File: src/rtl/vpu_pkg.sv
// Shared opcode map, IR field layout and sequencer state encoding for the
// 16-bit VPU datapath.
package vpu_pkg;

  localparam logic [4:0] OP_MOVSGPR = 5'h00;
  localparam logic [4:0] OP_MOV     = 5'h01;
  localparam logic [4:0] OP_ADD     = 5'h02;
  localparam logic [4:0] OP_SUB     = 5'h03;
  localparam logic [4:0] OP_MUL     = 5'h04;
  localparam logic [4:0] OP_AND     = 5'h05;
  localparam logic [4:0] OP_OR      = 5'h06;
  localparam logic [4:0] OP_XOR     = 5'h07;
  localparam logic [4:0] OP_NOT     = 5'h08;
  localparam logic [4:0] OP_RAND    = 5'h09;
  localparam logic [4:0] OP_RXOR    = 5'h0A;
  localparam logic [4:0] OP_RNOT    = 5'h0B;
  localparam logic [4:0] HALT_OP_DEF = 5'b11111;

  // IR field ranges; the immediate overlaps rsrc2 for immediate-form ops.
  localparam int unsigned IR_OPER_HI = 31;
  localparam int unsigned IR_OPER_LO = 27;
  localparam int unsigned IR_RDST_HI = 26;
  localparam int unsigned IR_RDST_LO = 23;
  localparam int unsigned IR_RS1_HI  = 22;
  localparam int unsigned IR_RS1_LO  = 19;
  localparam int unsigned IR_RS2_HI  = 18;
  localparam int unsigned IR_RS2_LO  = 15;
  localparam int unsigned IR_IMM_HI  = 15;
  localparam int unsigned IR_IMM_LO  = 0;

  typedef enum logic [2:0] {
    IDLE,
    FETCH,
    DECODE,
    EXEC,
    WB,
    HALT
  } seq_state_t;

  function automatic logic is_legal(input logic [4:0] op);
    return (op <= OP_RNOT);
  endfunction

  function automatic logic writes_flags(input logic [4:0] op);
    return (op == OP_ADD) || (op == OP_SUB) || (op == OP_MUL);
  endfunction

  function automatic logic [4:0] ir_oper(input logic [31:0] word);
    return word[IR_OPER_HI:IR_OPER_LO];
  endfunction

endpackage

File: src/rtl/vpu_seq_ctrl_mul_timer.sv
// Countdown used to hold EXEC for the multi-cycle multiply: loads MUL_LAT-1,
// decrements while enabled and saturates at zero.
module vpu_mul_timer #(
  parameter int unsigned MUL_LAT = 3
) (
  input  logic clk,
  input  logic rst_n,
  input  logic load,
  input  logic dec,
  output logic zero
);

  localparam int unsigned CNT_W = $clog2(MUL_LAT) + 1;
  localparam logic [CNT_W-1:0] LOAD_VAL = CNT_W'(MUL_LAT - 1);

  logic [CNT_W-1:0] cnt;

  always_ff @(posedge clk) begin
    if (!rst_n) begin
      cnt <= '0;
    end else if (load) begin
      cnt <= LOAD_VAL;
    end else if (dec && (cnt != '0)) begin
      cnt <= cnt - CNT_W'(1);
    end
  end

  assign zero = (cnt == '0);

endmodule

File: src/rtl/vpu_seq_ctrl.sv
// Multi-cycle fetch/decode/execute/writeback sequencer for the VPU datapath.
// Every output is a flop; imem_valid only reaches outputs through state.
module vpu_seq_ctrl
  import vpu_pkg::*;
#(
  parameter int unsigned PC_W    = 8,
  parameter int unsigned MUL_LAT = 3,
  parameter logic [4:0]  HALT_OP = HALT_OP_DEF
) (
  input  logic            clk,
  input  logic            rst_n,
  input  logic            run,
  output logic            imem_req,
  output logic [PC_W-1:0] imem_addr,
  input  logic            imem_valid,
  input  logic [31:0]     imem_rdata,
  output logic [31:0]     ir,
  output logic            alu_start,
  input  logic            alu_done,
  output logic            gpr_we,
  output logic            sgpr_we,
  output logic            flag_we,
  output logic [PC_W-1:0] pc,
  output logic            halted,
  output logic            illegal
);

  seq_state_t state, state_nx;

  logic [4:0] op;
  logic       is_mul;
  logic       mul_zero;
  logic       ir_load;
  logic       halt_set;
  logic       ill_set;
  logic       req_nx;
  logic       start_nx;
  logic       gpr_nx;
  logic       sgpr_nx;
  logic       flag_nx;

  assign op        = ir_oper(ir);
  assign is_mul    = (op == OP_MUL);
  assign imem_addr = pc;

  vpu_mul_timer #(
    .MUL_LAT (MUL_LAT)
  ) u_mul_timer (
    .clk   (clk),
    .rst_n (rst_n),
    .load  (start_nx),
    .dec   (state == EXEC),
    .zero  (mul_zero)
  );

  always_ff @(posedge clk) begin
    if (!rst_n) begin
      state <= IDLE;
    end else begin
      state <= state_nx;
    end
  end

  always_comb begin
    state_nx = state;
    ir_load  = 1'b0;
    halt_set = 1'b0;
    ill_set  = 1'b0;
    start_nx = 1'b0;
    gpr_nx   = 1'b0;
    sgpr_nx  = 1'b0;
    flag_nx  = 1'b0;
    case (state)
      IDLE: begin
        if (run) state_nx = FETCH;
      end
      FETCH: begin
        // A returning word wins over run dropping in the same cycle.
        if (imem_valid) begin
          ir_load  = 1'b1;
          state_nx = DECODE;
        end else if (!run) begin
          state_nx = IDLE;
        end
      end
      DECODE: begin
        if (op == HALT_OP) begin
          halt_set = 1'b1;
          state_nx = HALT;
        end else if (!is_legal(op)) begin
          halt_set = 1'b1;
          ill_set  = 1'b1;
          state_nx = HALT;
        end else begin
          start_nx = 1'b1;
          state_nx = EXEC;
        end
      end
      EXEC: begin
        if (!is_mul || (mul_zero && alu_done)) begin
          gpr_nx   = 1'b1;
          sgpr_nx  = is_mul;
          flag_nx  = writes_flags(op);
          state_nx = WB;
        end
      end
      WB:      state_nx = FETCH;
      HALT:    state_nx = HALT;
      default: state_nx = IDLE;
    endcase
    req_nx = (state_nx == FETCH);
  end

  always_ff @(posedge clk) begin
    if (!rst_n) begin
      pc        <= '0;
      ir        <= '0;
      imem_req  <= 1'b0;
      alu_start <= 1'b0;
      gpr_we    <= 1'b0;
      sgpr_we   <= 1'b0;
      flag_we   <= 1'b0;
      halted    <= 1'b0;
      illegal   <= 1'b0;
    end else begin
      imem_req  <= req_nx;
      alu_start <= start_nx;
      gpr_we    <= gpr_nx;
      sgpr_we   <= sgpr_nx;
      flag_we   <= flag_nx;
      if (ir_load) begin
        ir <= imem_rdata;
        pc <= pc + PC_W'(1);
      end
      if (halt_set) halted  <= 1'b1;
      if (ill_set)  illegal <= 1'b1;
    end
  end

  strobe_vs_req : assert property (@(posedge clk) disable iff (!rst_n)
    !(imem_req && (alu_start || gpr_we || sgpr_we || flag_we)));

endmodule

File: config.mk
export PLATFORM = sky130hd
export DESIGN_NAME = vpu_seq_ctrl
export DESIGN_NICKNAME = d
export VERILOG_FILES = /design/src/rtl/vpu_pkg.sv /design/src/rtl/vpu_seq_ctrl_mul_timer.sv /design/src/rtl/vpu_seq_ctrl.sv
export SDC_FILE = /design/constraint.sdc
export NUM_CORES = 1
export LEC_CHECK = 0
export BUFFER_PORTS_ARGS = -buffer_cell sky130_fd_sc_hd__buf_2
export CAP_MARGIN = 20
export CORE_ASPECT_RATIO = 1.4
export CORE_MARGIN = 3
export CORE_UTILIZATION = 50
export CTS_CLUSTER_DIAMETER = 50
export CTS_CLUSTER_SIZE = 24
export DETAILED_ROUTE_END_ITERATION = 7
export PLACE_DENSITY_LB_ADDON = 0.15
export SETUP_SLACK_MARGIN = 0.5
export SLEW_MARGIN = 10
export SYNTH_ARGS = -nofsm -noshare
export SYNTH_HDL_FRONTEND = slang
export SYNTH_SLANG_ARGS = --single-unit
File: constraint.sdc
create_clock -name clk -period 1.9 [get_ports clk]
set_input_delay 0.095 -clock clk [delete_from_list [all_inputs] [get_ports clk]]
set_output_delay 0.095 -clock clk [all_outputs]
set_load 0.03 [all_outputs]
### Word-level counts from Yosys, hierarchy flattened

Index checks and enable logic that the tools add are counted.

| operators by class | value |
|---|---|
| $add $sub $neg | 2 |
| multiply operators | 0 |
| div/mod/pow operators | 0 |
| $lt $le $gt $ge | 1 |
| eq/ne operators | 10 |
| shift-type cells | 0 |
| mux-type cells | 20 |
| bitwise gates (word level) | 1 |
| reduce and logical (&&, ||, !) cells | 13 |

Operators with widths:

| kind | number |
|---|---|
| $mux W3 | 6 |
| $pmux W3 S6 | 1 |
| $mux W1 | 11 |
| $eq A5 B2 Y1 const B | 2 |
| $add A8 B1 Y8 const B | 1 |
| $eq A3 B1 Y1 const B | 2 |
| $eq A3 B2 Y1 const B | 2 |
| $eq A3 B3 Y1 const B | 2 |
| $logic_not A3 Y1 | 2 |
| $eq A5 B3 Y1 const B | 1 |
| $eq A5 B5 Y1 const B | 1 |
| $le A5 B4 Y1 const B | 1 |
| $mux W2 | 2 |
| $logic_or A1 B1 Y1 | 3 |
| $reduce_and A3 Y1 | 1 |
| $reduce_bool A3 Y1 | 1 |
| $sub A3 B1 Y3 const B | 1 |
| $logic_and A1 B1 Y1 | 2 |
| $reduce_and A2 Y1 | 1 |
| $reduce_bool A2 Y1 | 1 |
| $reduce_or A2 Y1 | 1 |
| $logic_not A1 Y1 | 1 |
| $not A1 Y1 | 1 |

| storage, ports and cells | value |
|---|---|
| flip-flop bits (word level) | 53 |
| bits in latches | 0 |
| memory bits (writable) | 0 |
| ROM bits | 0 |
| bits of input ports | 37 |
| output and inout bits | 55 |
| word-level logic and storage cells | 59 |
| memories kept | 0 |

### Logic depth before layout (Yosys ltp)

| depth | value |
|---|---|
| depth in word-level cells | 6 |
| depth in mapped cells | 6 |
| mapped depth without buffers | 6 |

### Hierarchy

A second synthesis with hierarchy kept.

| unflattened totals | value |
|---|---|
| cells, all modules | 254 |
| area, all modules | 2,112.0 um^2 |

By module, submodules not included:

| module | times used | cells each | area each (um^2) | seq. area each (um^2) |
|---|---|---|---|---|
| vpu_seq_ctrl | 1 | 238 | 1,954.4 | 1,001.0 |
| vpu_mul_timer | 1 | 16 | 157.7 | 60.1 |

### Least setup slack after synthesis

Ideal clock, no wire load.

| timing path | value |
|---|---|
| path kind | register to register |
| start | register ir[27] |
| end | register imem_req |
| library setup time | 0.088 ns |
| arrival | 1.343 ns |
| path slack | 0.469 ns |
| cell stages (with the launch flop) | 5 |
| path buffers | 0 |
| period minus slack after synthesis | 1.431 ns |
| cell sequence | dfxtp_1 -> nor4_4 -> nand4_1 -> a32o_1 -> nor4_2 |

| on the way | value |
|---|---|
| longest elaborated chain between the ends | 6 |
| elaborated cells on any way between the ends | 10 |
| classes of those cells | order compare: 1; eq/ne: 3; mux: 4; reduce/logical: 2 |

Ends and longest elaborated chain:

| item | line | text |
|---|---|---|
| start: declaration | vpu_seq_ctrl.sv:17 | `output logic [31:0] ir,` |
| start signal: assignment | vpu_seq_ctrl.sv:132 | `ir <= imem_rdata;` |
| parallel branches: the longest is 4 deep, another holds $le A5 B4 Y1 | -- |  |
| $pmux W3 S6 (*) | vpu_seq_ctrl.sv:73 | `case (state)` |
| $eq A3 B1 Y1 (*) | vpu_seq_ctrl.sv:111 | `req_nx = (state_nx == FETCH);` |
| end signal: assignment | vpu_seq_ctrl.sv:126 | `imem_req <= req_nx;` |
| end: declaration | vpu_seq_ctrl.sv:13 | `output logic imem_req,` |

Every way passes the cells marked *.
A chain may end at the register's enable or synchronous reset.

### Worst setup path in the final report

| timing path | value |
|---|---|
| start | register ir[31] |
| end | register imem_req |

Same word-level chain as after synthesis.

==> results.cfg <==
[run_status]
status = completed

[timing]
timing.final.crit_share_pct = 72.02
slew_headroom_pct = 69.66
skew_ps = 4.311
tns_ps = 0
worstMarginPinSlew_ps = 455.1
fmax_mhz = 730.8
hold_viol_final = 0
final.min_clock_period_ps = 1368
drv_slew = 0
finalSetupViolCount = 0
setup_ws_ps = 531.6
rsz0062_at_grt = true

[power_and_ir_drop]
p_leak_uw = 0.001276
ir_drop_mv = 0.5633
p_per_area_nw_per_um2 = 774.4
total_power_uw = 2133

[layout]
layout-drive-gt1-share_pct = 37.28
antennaDiodeCount = 0
area_delta_synth_final_pct = 30.86
layoutNonFillerInstCount = 389
n_fill_cell = 375
final_nets = 385
utilization_pct = 69.08

[synthesis]
synth_area_per_cell_um2 = 8.286
ys_ff_latch = 53
netlist_area_um2 = 2105
synth_warnings = 0
synth_cell_types = 33
synthesis.nets = 294
yosysSeqAreaShare_pct = 50.42
syn_inst = 254

[setup_path]
critPathMaxFanout = 5
startpoint_type = register
crit_path_end_kind = register
cp.required_ps = 2110
arrival_ps = 1580
critPathKind = register to register

[grt]
met3_usage_pct = 5.132
overflow = 0
grt_pass1_wl_um = 7672
grt_pass1_vias = 1745
track_usage_pct = 19.75
grt_util_met1_pct = 24.88
busiest_layer = met2
antenna_found_initial = 0
grt_max_degree = 45
met2_usage_pct = 32.33

[clock_network]
cts.sinks = 53
path_clk_slew_ps = 90
clk_latency_ps = 290
cts-htree-levels = 2
cts_buffers = 5
cts-root-buf = clkbuf_8
clk_path_buf_depth = 2
cts_tree = built

[floorplan]
io_pins = 92
rows = 27
core_um2 = 3986
die_w_um = 60.83
dieArea_um2 = 5035
die_h_um = 82.77
start_util_pct = 52.79

[place]
pre_cts_slack_ps = 485.3
dp_hpwl_um = 3284
numPortBuffers = 91
place_inst = 372
gp_congestion = 0.7616

[detailed_routing]
antenna_left = 0
dr.pass1.iters = 4
vias = 1980
route.detailed.drc = 0
drtIter0Drc = 88
drt-total-wl_um = 4895
wl_per_cell_um = 12.58
vias_per_cell = 5.090

[hold_path]
hold_class = input pin to register

[flow_run]
maxCapViolations = 0
==> critical path, stage by stage, from the launching register on <==
cell and delay [ps]:
dfxtp_4 370, nor4_4 320, nand4_1 130, a32o_2 280, nor4_2 190
==> cells by family after synthesis <==
| kind of cell | share of synthesized area (%) |
|---|---|
| flops | 50.42 |
| buf+inv | 6.420 |
| fa+ha+maj | 1.784 |
| xor+xnor | 3.330 |
| compound gates | 11.24 |
| simple gates | 26.81 |
==> cell usage in the layout (no fill, tap or decap), types with 2 or more instances in the layout <==
master,synthesis,final
nand2b_1,2,2
buf_6,0,2
nand2_1,73,73
a21oi_1,40,40
ha_1,3,2
xor2_1,3,3
nor2b_1,5,5
inv_2,0,2
nand3_1,7,7
nand4_1,5,5
buf_4,8,12
nor3_2,1,2
buf_2,9,91
clkbuf_8,0,7
dfxtp_2,0,6
o21ai_0,2,2
nor2_1,13,13
and3_1,2,2
o21ai_1,2,2
xnor2_1,5,5
dfxtp_1,53,46
==> layer usage <==
metal | wire length (µm) | vias to the layer above
li1 | - | 1010
met1 | 2076 | 901
met2 | 2460 | 63
met3 | 301 | 6
met4 | 55 | 0
met5 | 0 | -
==> cell type report <==
class | count | area (µm²) | area share, %
tap | 43 | 53.80 | 1.954
clock inverter | 1 | 5.005 | 0.1817
multi-input combinational | 176 | 943.4 | 34.26
sequential | 53 | 1072 | 38.94
clock buffer | 7 | 96.34 | 3.498
inverter | 4 | 15.01 | 0.5452
timing repair buffer | 105 | 568.0 | 20.63
==> synthesized netlist by cell type <==
| cell | number | area, µm² |
|---|---|---|
| inv_1 | 3 | 11.26 |
| nand3_1 | 7 | 35.03 |
| and3_1 | 2 | 12.51 |
| nor2b_1 | 5 | 31.28 |
| or4b_1 | 1 | 10.01 |
| and4bb_1 | 1 | 12.51 |
| clkinv_1 | 1 | 3.750 |
| nor4_4 | 1 | 21.27 |
| nand4_1 | 5 | 31.28 |
| o21ai_1 | 2 | 10.01 |
| clkbuf_1 | 4 | 15.01 |
| a31oi_1 | 1 | 6.260 |
| nor3_2 | 1 | 10.01 |
| nand4bb_1 | 1 | 11.26 |
| dfxtp_1 | 53 | 1061 |
| xor2_1 | 3 | 26.28 |
| and3b_1 | 1 | 8.760 |
| and2_1 | 1 | 6.260 |
| xnor2_1 | 5 | 43.79 |
| nor4_2 | 1 | 12.51 |
| buf_2 | 9 | 45.04 |
| nor3_1 | 1 | 5.000 |
| a21oi_1 | 40 | 200.2 |
| nor3b_1 | 1 | 7.510 |
| a32o_1 | 1 | 10.01 |
| nand2b_1 | 2 | 12.51 |
| ha_1 | 3 | 37.54 |
| nand2_1 | 73 | 274.0 |
| o21ai_0 | 2 | 10.01 |
| nand3b_1 | 1 | 7.510 |
| buf_4 | 8 | 60.06 |
| or3_1 | 1 | 6.260 |
| nor2_1 | 13 | 48.80 |
==> stage by stage <==
stage	hold WS (ps)	cell area, µm²
after floorplan	223.5	2107
after global placement	335.8	2539
after detailed placement	335.7	2539
after CTS	11.28	2660
after global routing	4.209	2754
final	20.99	2754
==> path summary, 6_finish.rpt <==
| kind | endpoint | slack (ps) | startpoint | depth (start not counted) |
|---|---|---|---|---|
| hold / removal | ir[31] | 20 | imem_rdata[31] | 3 |
| setup / recovery | imem_req | 530 | ir[31] | 4 |
| setup reg to reg | imem_req | 530 | ir[31] | 4 |
| hold reg to reg | ir[2] | 460 | ir[2] | 2 |
==> power by group <==
| part | leakage (µW) | switching (µW) | total, µW | internal, µW |
|---|---|---|---|---|
| combinational | 0.000788 | 175 | 284 | 109 |
| clock | 0.0000542 | 343 | 673 | 330 |
| sequential | 0.000433 | 29.2 | 1180 | 1150 |
==> registers in the layout, summed over array words and instances, names as in the netlist <==
register	count
u_mul_timer.cnt	3
ir	32
illegal	1
halted	1
gpr_we	1
imem_addr	8
imem_req	1
state	3
alu_start	1
flag_we	1
sgpr_we	1
==> timing repair <==
item | CTS | global route
gates resized for setup | 3 | 12
setup endpoints to repair | 1 | 38
hold buffers | 0 | 0
setup buffers | 2 | 7
pin swaps | 2 | 4
Note: power is estimated with default switching activity, not from simulation.
